**src/rtl/prm_pkg.sv**
```systemverilog
// Shared definitions for the prm register primitives: skid-buffer state
// encoding and the occupancy level width.
package prm_pkg;

    localparam logic [1:0] SKID_EMPTY = 2'b00;
    localparam logic [1:0] SKID_ONE   = 2'b01;
    localparam logic [1:0] SKID_TWO   = 2'b10;

    localparam int LEVEL_W = 2;

    typedef enum logic [1:0] {
        ST_EMPTY = SKID_EMPTY,
        ST_ONE   = SKID_ONE,
        ST_TWO   = SKID_TWO
    } skid_state_e;

endpackage

```
**src/rtl/prm_skid_buffer_if.sv**
```systemverilog
// Valid/ready handshake bundle around the skid buffer: upstream (s_*) and
// downstream (m_*) sides. The buffer uses the slave view, its environment the master view.
interface prm_skid_buffer_if #(
    parameter int WIDTH = 8
);
    logic             s_valid;
    logic             s_ready;
    logic [WIDTH-1:0] s_data;
    logic             m_valid;
    logic             m_ready;
    logic [WIDTH-1:0] m_data;

    modport master (
        output s_valid, s_data, m_ready,
        input  s_ready, m_valid, m_data
    );

    modport slave (
        input  s_valid, s_data, m_ready,
        output s_ready, m_valid, m_data
    );
endinterface

```
**src/rtl/prm_skid_ctrl.sv**
```systemverilog
// Occupancy FSM of the skid buffer; emits the register load strobes that the
// datapath in prm_skid_buffer acts on. Flush overrides every transition.
module prm_skid_ctrl
    import prm_pkg::*;
(
    input  logic        clk,
    input  logic        rst_n,
    input  logic        clr_n,
    input  logic        s_valid,
    input  logic        m_ready,
    output skid_state_e state,
    output logic        load_main,
    output logic        load_skid,
    output logic        main_from_skid
);

    skid_state_e state_nxt;

    always_ff @(posedge clk or negedge rst_n) begin
        if (!rst_n) begin
            state <= ST_EMPTY;
        end else begin
            state <= state_nxt;
        end
    end

    always_comb begin
        state_nxt      = state;
        load_main      = 1'b0;
        load_skid      = 1'b0;
        main_from_skid = 1'b0;
        case (state)
            ST_EMPTY: begin
                if (s_valid) begin
                    load_main = 1'b1;
                    state_nxt = ST_ONE;
                end
            end
            ST_ONE: begin
                if (s_valid && m_ready) begin
                    load_main = 1'b1;
                end else if (s_valid) begin
                    load_skid = 1'b1;
                    state_nxt = ST_TWO;
                end else if (m_ready) begin
                    state_nxt = ST_EMPTY;
                end
            end
            ST_TWO: begin
                // s_ready is low here, so any upstream s_valid is ignored
                if (m_ready) begin
                    main_from_skid = 1'b1;
                    state_nxt      = ST_ONE;
                end
            end
            default: state_nxt = ST_EMPTY;
        endcase
        if (!clr_n) begin
            load_main      = 1'b0;
            load_skid      = 1'b0;
            main_from_skid = 1'b0;
            state_nxt      = ST_EMPTY;
        end
    end

endmodule

```
**src/rtl/prm_skid_buffer.sv**
```systemverilog
// Two-entry valid/ready skid buffer with registered forward and backward paths.
// Optional occupancy output enabled by PRM_SKID_BUFFER_OCCUPANCY_EN.
module prm_skid_buffer
    import prm_pkg::*;
#(
    parameter int WIDTH = 8
) (
    input  logic               clk,
    input  logic               rst_n,
    input  logic               clr_n,
    prm_skid_buffer_if.slave   bus
`ifdef PRM_SKID_BUFFER_OCCUPANCY_EN
    ,
    output logic [LEVEL_W-1:0] level
`endif
);

    skid_state_e      state;
    logic             load_main;
    logic             load_skid;
    logic             main_from_skid;
    logic [WIDTH-1:0] main_data_p1;
    logic [WIDTH-1:0] skid_data_p1;

    prm_skid_ctrl u_ctrl (
        .clk            (clk),
        .rst_n          (rst_n),
        .clr_n          (clr_n),
        .s_valid        (bus.s_valid),
        .m_ready        (bus.m_ready),
        .state          (state),
        .load_main      (load_main),
        .load_skid      (load_skid),
        .main_from_skid (main_from_skid)
    );

    // Stage p1: main register feeds the consumer, skid catches the word in flight
    always_ff @(posedge clk or negedge rst_n) begin
        if (!rst_n) begin
            main_data_p1 <= '0;
            skid_data_p1 <= '0;
        end else if (!clr_n) begin
            main_data_p1 <= '0;
            skid_data_p1 <= '0;
        end else begin
            if (load_main) begin
                main_data_p1 <= bus.s_data;
            end else if (main_from_skid) begin
                main_data_p1 <= skid_data_p1;
            end
            if (load_skid) begin
                skid_data_p1 <= bus.s_data;
            end
        end
    end

    assign bus.m_data  = main_data_p1;
    assign bus.m_valid = (state != ST_EMPTY);
    assign bus.s_ready = (state != ST_TWO);

`ifdef PRM_SKID_BUFFER_OCCUPANCY_EN
    assign level = state;
`endif

endmodule

```
**src/flat_wrapper.sv**
```systemverilog
// flat-port wrapper written by rule: the top's interface ports become plain ports
module prm_skid_buffer_flat import prm_pkg::*;
#(
    parameter int WIDTH = 8
)
  (clk, rst_n, clr_n, bus_s_valid, bus_s_data, bus_m_ready, bus_s_ready, bus_m_valid, bus_m_data);
  prm_skid_buffer_if #(.WIDTH(WIDTH)) bus_i ();
  input  logic clk;
  input  logic rst_n;
  input  logic clr_n;
  input wire logic [$bits(bus_i.s_valid)-1:0] bus_s_valid;
  input wire logic [$bits(bus_i.s_data)-1:0] bus_s_data;
  input wire logic [$bits(bus_i.m_ready)-1:0] bus_m_ready;
  output wire logic [$bits(bus_i.s_ready)-1:0] bus_s_ready;
  output wire logic [$bits(bus_i.m_valid)-1:0] bus_m_valid;
  output wire logic [$bits(bus_i.m_data)-1:0] bus_m_data;
  assign bus_i.s_valid = bus_s_valid;
  assign bus_i.s_data = bus_s_data;
  assign bus_i.m_ready = bus_m_ready;
  assign bus_s_ready = bus_i.s_ready;
  assign bus_m_valid = bus_i.m_valid;
  assign bus_m_data = bus_i.m_data;
  prm_skid_buffer #(.WIDTH(WIDTH)) u_core (.clk(clk), .rst_n(rst_n), .clr_n(clr_n), .bus(bus_i));
endmodule
```
**config.mk**
```make
export PLATFORM = sky130hd
export DESIGN_NAME = prm_skid_buffer_flat
export DESIGN_NICKNAME = d
export VERILOG_FILES = /design/src/rtl/prm_pkg.sv /design/src/rtl/prm_skid_buffer_if.sv /design/src/rtl/prm_skid_ctrl.sv /design/src/rtl/prm_skid_buffer.sv /design/src/flat_wrapper.sv
export SDC_FILE = /design/constraint.sdc
export NUM_CORES = 1
export LEC_CHECK = 0
export BUFFER_PORTS_ARGS = -buffer_cell sky130_fd_sc_hd__buf_2
export CORE_MARGIN = 2
export CORE_UTILIZATION = 46
export DETAILED_ROUTE_END_ITERATION = 6
export GPL_TIMING_DRIVEN = 0
export PLACE_DENSITY = 0.7
export SYNTH_ARGS = -nofsm -noshare
export SYNTH_HDL_FRONTEND = slang
export SYNTH_SLANG_ARGS = --single-unit
```
**constraint.sdc**
```tcl
create_clock -name clk -period 1.22 [get_ports clk]
set_input_delay 0 -clock clk [delete_from_list [all_inputs] [get_ports clk]]
set_output_delay 0 -clock clk [all_outputs]
set_load 0.02 [all_outputs]
```
=== Word level (Yosys, flattened, before mapping) ===
Index checks and enable logic that the tools add are counted.
W data, S select, Z words.

* Eq/ne operators: 9
* Mux-type cells: 22
* Reductions and logical operators: 4

{| class="wikitable"
|+ Operator list
! operator !! number
|-
| $mux W8 || 5
|-
| $mux W2 || 6
|-
| $mux W1 || 9
|-
| $ne A3 B3 Y1 const B || 3
|-
| $pmux W2 S3 || 1
|-
| $ne A4 B4 Y1 const B || 1
|-
| $reduce_and A4 Y1 || 1
|-
| $ne A3 B1 Y1 const B || 1
|-
| $eq A2 B1 Y1 const B || 1
|-
| $eq A2 B2 Y1 const B || 1
|-
| $logic_not A2 Y1 || 1
|-
| $ne A2 B1 Y1 const B || 1
|-
| $ne A2 B2 Y1 const B || 1
|-
| $pmux W1 S2 || 1
|-
| $reduce_bool A2 Y1 || 1
|-
| $logic_and A1 B1 Y1 || 1
|}

* Flip-flop bits (word level): 18
* Input bits: 13
* Output and inout bits: 10
* Word-level logic and storage cells: 38

=== Longest topological paths before layout ===
Gate-level depths: netlist of the first run.

* Depth after elaboration: 6
* Depth in mapped cells: 5
* Gate-level depth less buffers: 3

=== Modules after synthesis ===
Synthesis of the first run repeated with hierarchy kept, for this count alone.

* Cell total of the unflattened synthesis: 79
* Area total of the unflattened synthesis: 975.9 um2

{| class="wikitable"
|+ By module, submodules not included
! module !! instances !! cells each !! area each (um2) !! sequential area each (um2)
|-
| prm_skid_buffer || 1 || 62 || 828.3 || 400.4
|-
| prm_skid_ctrl || 1 || 17 || 147.6 || 50.0
|}

=== Worst setup path after synthesis of the first run ===
No wires, ideal clock.

* Path kind: register to register
* Start: register u_core.u_ctrl.state[1]
* End: register u_core.skid_data_p1[0]
* Library setup time: 0.133 ns
* Data arrival time: 1.148 ns
* Required time: 1.087 ns
* Path slack: -0.061 ns
* Stages on the path, launching flop included: 5
* Path buffers: 1
* Period minus slack after synthesis: 1.281 ns
* Cells stage by stage: dfrtp_1 -> and4bb_2 -> buf_2 -> mux2i_1 -> nor2_1

* Cells in the longest elaborated chain, start to end: 4

{| class="wikitable"
|+ RTL lines
! item !! line !! text
|-
| start, declared || prm_skid_ctrl.sv:11 || <nowiki>output skid_state_e state,</nowiki>
|-
| start signal, assigned || prm_skid_ctrl.sv:23 || <nowiki>state <= state_nxt;</nowiki>
|-
| $eq A2 B1 Y1 || prm_skid_ctrl.sv:32 || <nowiki>case (state)</nowiki>
|-
| $mux W1 || prm_skid_ctrl.sv:32 ||
|-
| $mux W1 || prm_skid_ctrl.sv:58 || <nowiki>if (!clr_n) begin</nowiki>
|-
| $ne A2 B1 Y1 (no line) || n/a ||
|-
| end signal, assigned || prm_skid_buffer.sv:52 || <nowiki>skid_data_p1 <= bus.s_data;</nowiki>
|-
| end, declared || prm_skid_buffer.sv:23 || <nowiki>logic [WIDTH-1:0] skid_data_p1;</nowiki>
|}

No other way between the ends.
A chain may end at the register's enable or synchronous reset.

=== Final worst setup path of the first run ===
* Start: register u_core.u_ctrl.state[1]
* End: register u_core.main_data_p1[7], in the netlist u_core.bus.m_data[7]

* Cells in the longest elaborated chain, start to end: 5
* Elaborated cells on any way between the ends: 10
* Classes of those cells: eq/ne (3); mux (6); reduce/logical (1)

{| class="wikitable"
|+ RTL lines
! item !! line !! text
|-
| $eq A2 B1 Y1 / $logic_not A2 Y1 (equally long branches) || prm_skid_ctrl.sv:32 ||
|-
| $pmux W1 S2 || prm_skid_ctrl.sv:32 ||
|-
| $mux W1 || prm_skid_ctrl.sv:58 ||
|-
| $mux W8 || prm_skid_buffer.sv:46 || <nowiki>if (load_main) begin</nowiki>
|-
| $mux W8 || prm_skid_buffer.sv:42 || <nowiki>end else if (!clr_n) begin</nowiki>
|-
| end signal, assigned || prm_skid_buffer.sv:47 || <nowiki>main_data_p1 <= bus.s_data;</nowiki>
|-
| end signal, assigned || prm_skid_buffer.sv:49 || <nowiki>main_data_p1 <= skid_data_p1;</nowiki>
|-
| end, declared || prm_skid_buffer.sv:22 || <nowiki>logic [WIDTH-1:0] main_data_p1;</nowiki>
|}

Several ways; a longest one is shown, not always the timed one.

==> impl_metrics.tcl, run 1 <==
set metrics [dict create \
    routedWlPerCell_um 15.16 \
    layout_commonest_cell "buf_2" \
    root_buffer "clkbuf_4" \
    maxSlewViolCount 0 \
    fillers 148 \
    port_buffers 22 \
    syn_nets 105 \
    place_area_sq_mm 0.001130 \
    final_area_sq_mm 0.001340 \
    grt-ovfl-total 0 \
    ys_seq_area_frac 0.4598 \
    yosysTopAreaCell "dfrtp_1" \
    cap_violations 0 \
    clock_latency_ns 0.28 \
    synth_cells 92 \
    die_height_um 50.15 \
    period_needed_ns 1.363 \
    fmax_ghz 0.7334 \
    dr.pass1.iters 4 \
    synth_top_area_share 0.4598 \
    whs_path_depth 3 \
    gp_congestion 0.7967 \
    track_usage 0.2040 \
    nNetsFinal 146 \
    setup_viol_count_final 17 \
    finalCritPeriodShare 1.118 \
    fin_skew_ns 0.003176 \
    cts_buffers 3 \
    synthTopCellsByArea "dfrtp_1, mux2i_1, a211oi_1" \
    tightestPinTransition_ns 0.4837 \
    yosysUniqueCellTypes 25 \
    hpwl_um 1537 \
    clock_path_buffers 2 \
    ys_ff_latch 18 \
    syn_area_sq_um 979.7 \
    layout_common_cells "buf_2, dfrtp_1, mux2i_1, nor2_1" \
    power.leakage_nw 0.5741 \
    status "finished, violations left" \
    grt_first_pass_wirelength_um 3919 \
    die_w_um 50.15 \
    drcViolationCount 0 \
    drive_gt1_frac 0.3969 \
    crit_chain "and3b_1 > buf_6 > a21o_4 > a311oi_2" \
    worstPathArrival_ns 1.56 \
    fin_ws_ns -0.1434 \
    ff2ff_path_depth 4 \
    drtAntennaViolNets 0 \
    critPathKind "register to register" \
    rows 16 \
    worstPathRequired_ns 1.42 \
    hold_class "primary input to register" \
    antennaDiodeCount 0 \
    cp_max_fo 9 \
    finish.utilization 0.6761 \
    slew_headroom 0.6775 \
    core-area_sq_mm 0.001982 \
    avgSynthCellArea_sq_um 10.65 \
    wirelength_um 2395 \
    power_density_mw_per_mm2 945.8 \
    cts.sinks 18 \
    cts_tree "built" \
    grt_pass1_vias 896 \
    antenna_found_initial 0 \
    rsz0062_at_grt "yes" \
    ir_drop_mv 0.7795 \
    critPathMaxStageDelay_ns 0.46 \
    start_util 0.4943 \
    areaGrowthSynthToFinish_pct 36.78 \
    path_clk_slew_ns 0.10 \
    die_area_sq_mm 0.002515 \
    grt_max_degree 19 \
    hold_violations 0 \
    timing.hold.ws_ns 0.002299 \
    drtIter0Drc 21 \
    viasPerCell 5.589 \
    yosysWarningCount 0 \
    crit_slowest_cell "dfrtp_2" \
    num_vias 883 \
    worstSetupEndpointType "register" \
    critPathLaunchType "register" \
    h-tree-depth 1 \
    num_io_pins 23 \
    violations "negative setup slack" \
]
## logic make-up (layout without fill, tap and decap cells)
family | count (synthesis) | in the layout | share of synthesized area
flops | 18 | 18 | 0.4598
mux | 9 | 9 | 0.09196
compound gates | 28 | 28 | 0.2158
simple gates | 28 | 28 | 0.1648
buf+inv | 9 | 48 | 0.06767
## final timing paths
path | startpoint | to | slack, ns
worst max-delay path | u_core.u_ctrl.state[1] | u_core.bus.m_data[7] | -0.14
worst min-delay path | bus_s_data[0] | u_core.skid_data_p1[0] | 0.002
worst max register to register | u_core.u_ctrl.state[1] | u_core.bus.m_data[7] | -0.14
worst min register to register | u_core.skid_data_p1[3] | u_core.skid_data_p1[3] | 0.54
max in group asynchronous | rst_n | u_core.u_ctrl.state[1] | 0.75
min in group asynchronous | rst_n | u_core.skid_data_p1[5] | 0.16
## synthesized netlist by cell type
library cell,instances
a211oi_1,9
a21o_4,1
a21oi_1,1
a311oi_1,7
a311oi_2,1
and2b_1,1
and3b_1,1
and4bb_2,1
buf_2,2
buf_4,2
buf_6,3
clkbuf_1,1
clkinv_1,1
dfrtp_1,18
mux2i_1,9
nand2_1,2
nand2b_1,2
nand3b_1,1
nand4_1,8
nor2_1,9
nor2b_1,1
o21a_1,1
o21ai_0,8
or2_2,1
or3b_1,1
## worst max-delay path, delay by kind of cell, from the launching register on
family	cells	cell delay (ns)
buffers and inverters	1	0.14
and+or+nand+nor	1	0.19
AOI/OAI and AO/OA	2	0.50
DFF	1	0.46
## timing repair
item	CTS	global route
pin swaps	8	4
cloned	0	1
setup buffers	4	1
hold buffers	8	0
endpoints found under the setup margin	18	19
endpoints found under the hold margin	26	0
resized for setup	6	14
## flip-flops by register name, indices dropped and copies added, names as in the netlist
| register | count |
|---|---|
| u_core.bus.m_data | 8 |
| u_core.skid_data_p1 | 8 |
| u_core.u_ctrl.state | 2 |
## per-layer routing
metal / GRT usage / wire length, um / up-vias
met5: 0 / 0 / -
met4: 0.09259 / 56 / 0
met3: 0.02976 / 95 / 6
met2: 0.3421 / 1173 / 26
met1: 0.2593 / 1069 / 417
li1: - / - / 434
## stage by stage
step	TNS (ns)	setup slack (ns)	cells	total power [mW]
2_1_floorplan	-0.1140	-0.03026	92	0.8275
3_3_place_gp	-1.660	-0.1507	141	0.9154
3_5_place_dp	-1.920	-0.1598	141	0.9203
4_1_cts	-1.401	-0.1231	156	1.243
5_1_grt	-2.454	-0.1837	158	1.337
6_report	-1.565	-0.1434	158	1.267
## layout make-up
cell class                 count  area (sq um)  share of cell area
inverter                       1         3.754            0.002801
tap                           27         33.78             0.02521
timing repair buffer          36         245.2              0.1830
clock buffer                   3         22.52             0.01681
multi-input combinational     65         505.5              0.3772
buffer                         8         76.32             0.05696
sequential                    18         452.9              0.3380
## report_power, final
part	total, mW	switching (mW)	internal [mW]
Sequential	0.648	0.0199	0.628
Combinational	0.334	0.180	0.154
Clock	0.285	0.171	0.115
Note: power is estimated with default switching activity, not from simulation.
==> inputs of run 2 (changes only) <==
--- a/config.mk
+++ b/config.mk
@@ -7,10 +7,11 @@
 export LEC_CHECK = 0
 export BUFFER_PORTS_ARGS = -buffer_cell sky130_fd_sc_hd__buf_2
 export CORE_MARGIN = 2
-export CORE_UTILIZATION = 46
+export CORE_UTILIZATION = 49
+export CTS_BUF_LIST = sky130_fd_sc_hd__clkbuf_8
 export DETAILED_ROUTE_END_ITERATION = 6
 export GPL_TIMING_DRIVEN = 0
-export PLACE_DENSITY = 0.7
+export PLACE_DENSITY = 0.74
 export SYNTH_ARGS = -nofsm -noshare
 export SYNTH_HDL_FRONTEND = slang
 export SYNTH_SLANG_ARGS = --single-unit
==> impl_metrics.tcl, run 2 (synthesis results as in run 1) <==
set metrics [dict create \
    status "finished, violations left" \
    violations "negative setup slack" \
    die_area_sq_mm 0.002373 \
    cts_tree "built" \
    clock_path_buffers 2 \
    worstPathArrival_ns 1.57 \
    drive_gt1_frac 0.3952 \
    finish.utilization 0.6621 \
    maxSlewViolCount 0 \
    setup_viol_count_final 18 \
    finalCritPeriodShare 1.168 \
    routedWlPerCell_um 15.58 \
    worstPathRequired_ns 1.37 \
    final_area_sq_mm 0.001272 \
    dr.pass1.iters 4 \
    drtIter0Drc 19 \
    fin_skew_ns 0.0004923 \
    cap_violations 0 \
    wl_met2_um 1173 \
    layout_common_cells "buf_2, dfrtp_1, mux2i_1, nor2_1, a211oi_1" \
    gp_congestion 0.7786 \
    cts.sinks 18 \
    nNetsFinal 139 \
    wirelength_um 2352 \
    die_w_um 48.72 \
    wl_met3_um 104 \
    critPathMaxStageDelay_ns 0.45 \
    hpwl_um 1550 \
    path_clk_slew_ns 0.06 \
    dr.max_layer_used "met4" \
    met1_length_um 1038 \
    place_area_sq_mm 0.001130 \
    whs_path_depth 3 \
    ff2ff_path_depth 4 \
    grt_max_degree 19 \
    start_util 0.5098 \
    antenna_found_initial 0 \
    drtAntennaViolNets 0 \
    grt-ovfl-total 0 \
    final-seq-area_sq_um 452.9 \
    fmax_ghz 0.7017 \
    hold_class "primary input to register" \
    ir_drop_mv 0.8636 \
    slew_headroom 0.6744 \
    critPathLaunch "u_core.u_ctrl.state[1]" \
    cp.depth 4 \
    root_buffer "clkbuf_8" \
    areaGrowthSynthToFinish_pct 29.88 \
    antennaDiodeCount 0 \
    num_vias 868 \
    timing.hold.ws_ns 0.02148 \
    dp_slack_ns -0.2324 \
    num_io_pins 23 \
    cp_max_fo 9 \
    rsz0062_at_grt "yes" \
    path_buf_inv 1 \
    crit_chain "and3b_1 > buf_6 > a21o_4 > a311oi_2" \
    h-tree-depth 1 \
    rows 16 \
    critPathKind "register to register" \
    grt_first_pass_wirelength_um 3960 \
    core-area_sq_mm 0.001922 \
    die_height_um 48.72 \
    viasPerCell 5.748 \
    multi_input_area_sq_um 500.5 \
    period_needed_ns 1.425 \
    tightestPinTransition_ns 0.4884 \
    r2r_start "u_core.u_ctrl.state[1]" \
    grt_pass1_vias 869 \
    layout_commonest_cell "buf_2" \
    critPathLaunchType "register" \
    cts_buffers 3 \
    hold_violations 0 \
    worstSetupEndpointType "register" \
    path_delay_family "compound AO/OA/AOI/OAI gates" \
    fillers 162 \
    port_buffers 22 \
    drcViolationCount 0 \
    power_density_mw_per_mm2 1075 \
    min_from "bus_s_data[6]" \
    clock_latency_ns 0.25 \
    fin_ws_ns -0.2051 \
    crit_slowest_cell "dfrtp_2" \
    power.leakage_nw 0.5461 \
    place_inst 141 \
    track_usage 0.2147 \
    stdcell_count 151 \
]
## run 2: cell count changes in the layout (fill, tap and decap cells not counted), sizes merged
cell / delta
dlygate4sd3: -6
buf: -1
## run 2: path summary, 6_finish.rpt
| check | to | slack [ns] |
|---|---|---|
| max | u_core.bus.m_data[0] | -0.21 |
| min | u_core.skid_data_p1[6] | 0.02 |
| max reg2reg | u_core.bus.m_data[0] | -0.21 |
| min reg2reg | u_core.skid_data_p1[0] | 0.53 |
| max in group asynchronous | u_core.u_ctrl.state[0] | 0.71 |
| min in group asynchronous | u_core.bus.m_data[0] | 0.21 |
## run 2: repair_timing
action | 4_1_cts | 5_1_grt
gates cloned | 1 | 0
hold buffers | 2 | 0
setup buffers | 4 | 0
endpoints found under the setup margin | 17 | 18
pin swaps | 9 | 0
endpoints found under the hold margin | 19 | 0
gates resized for setup | 7 | 5
## run 2: area by class of cell
| class | instances | area share |
|---|---|---|
| repair buffers | 29 | 0.1318 |
| clock buffers | 3 | 0.03245 |
| multi-input cells | 65 | 0.3933 |
| flip-flops and latches | 18 | 0.3559 |
| plain buffers | 8 | 0.05703 |
| well taps | 27 | 0.02655 |
| inverters | 1 | 0.002950 |
## run 2: where the power goes
group / internal (mW) / switching (mW)
Clock: 0.219 / 0.187
Sequential: 0.629 / 0.0205
Combinational: 0.133 / 0.178
Total: 0.982 / 0.386
## run 2: through the flow
stage | power [mW] | TNS (ns)
after floorplan | 0.8275 | -0.1140
after global placement | 0.9142 | -1.594
after detailed placement | 0.9207 | -2.033
after CTS | 1.351 | -1.651
after global routing | 1.434 | -3.030
final | 1.367 | -1.919
## run 2: layer usage
layer  vias up  GRT usage
met2        30     0.3630
met5         -          0
met3         6    0.03704
li1        418          -
met1       414     0.2848
met4         0    0.05714
## run 2: tightest hold or removal path, delay by kind of cell
kind                   cells  cell delay, ns
buffers and inverters      1            0.09
and+or+nand+nor            1            0.08
muxes                      1            0.06
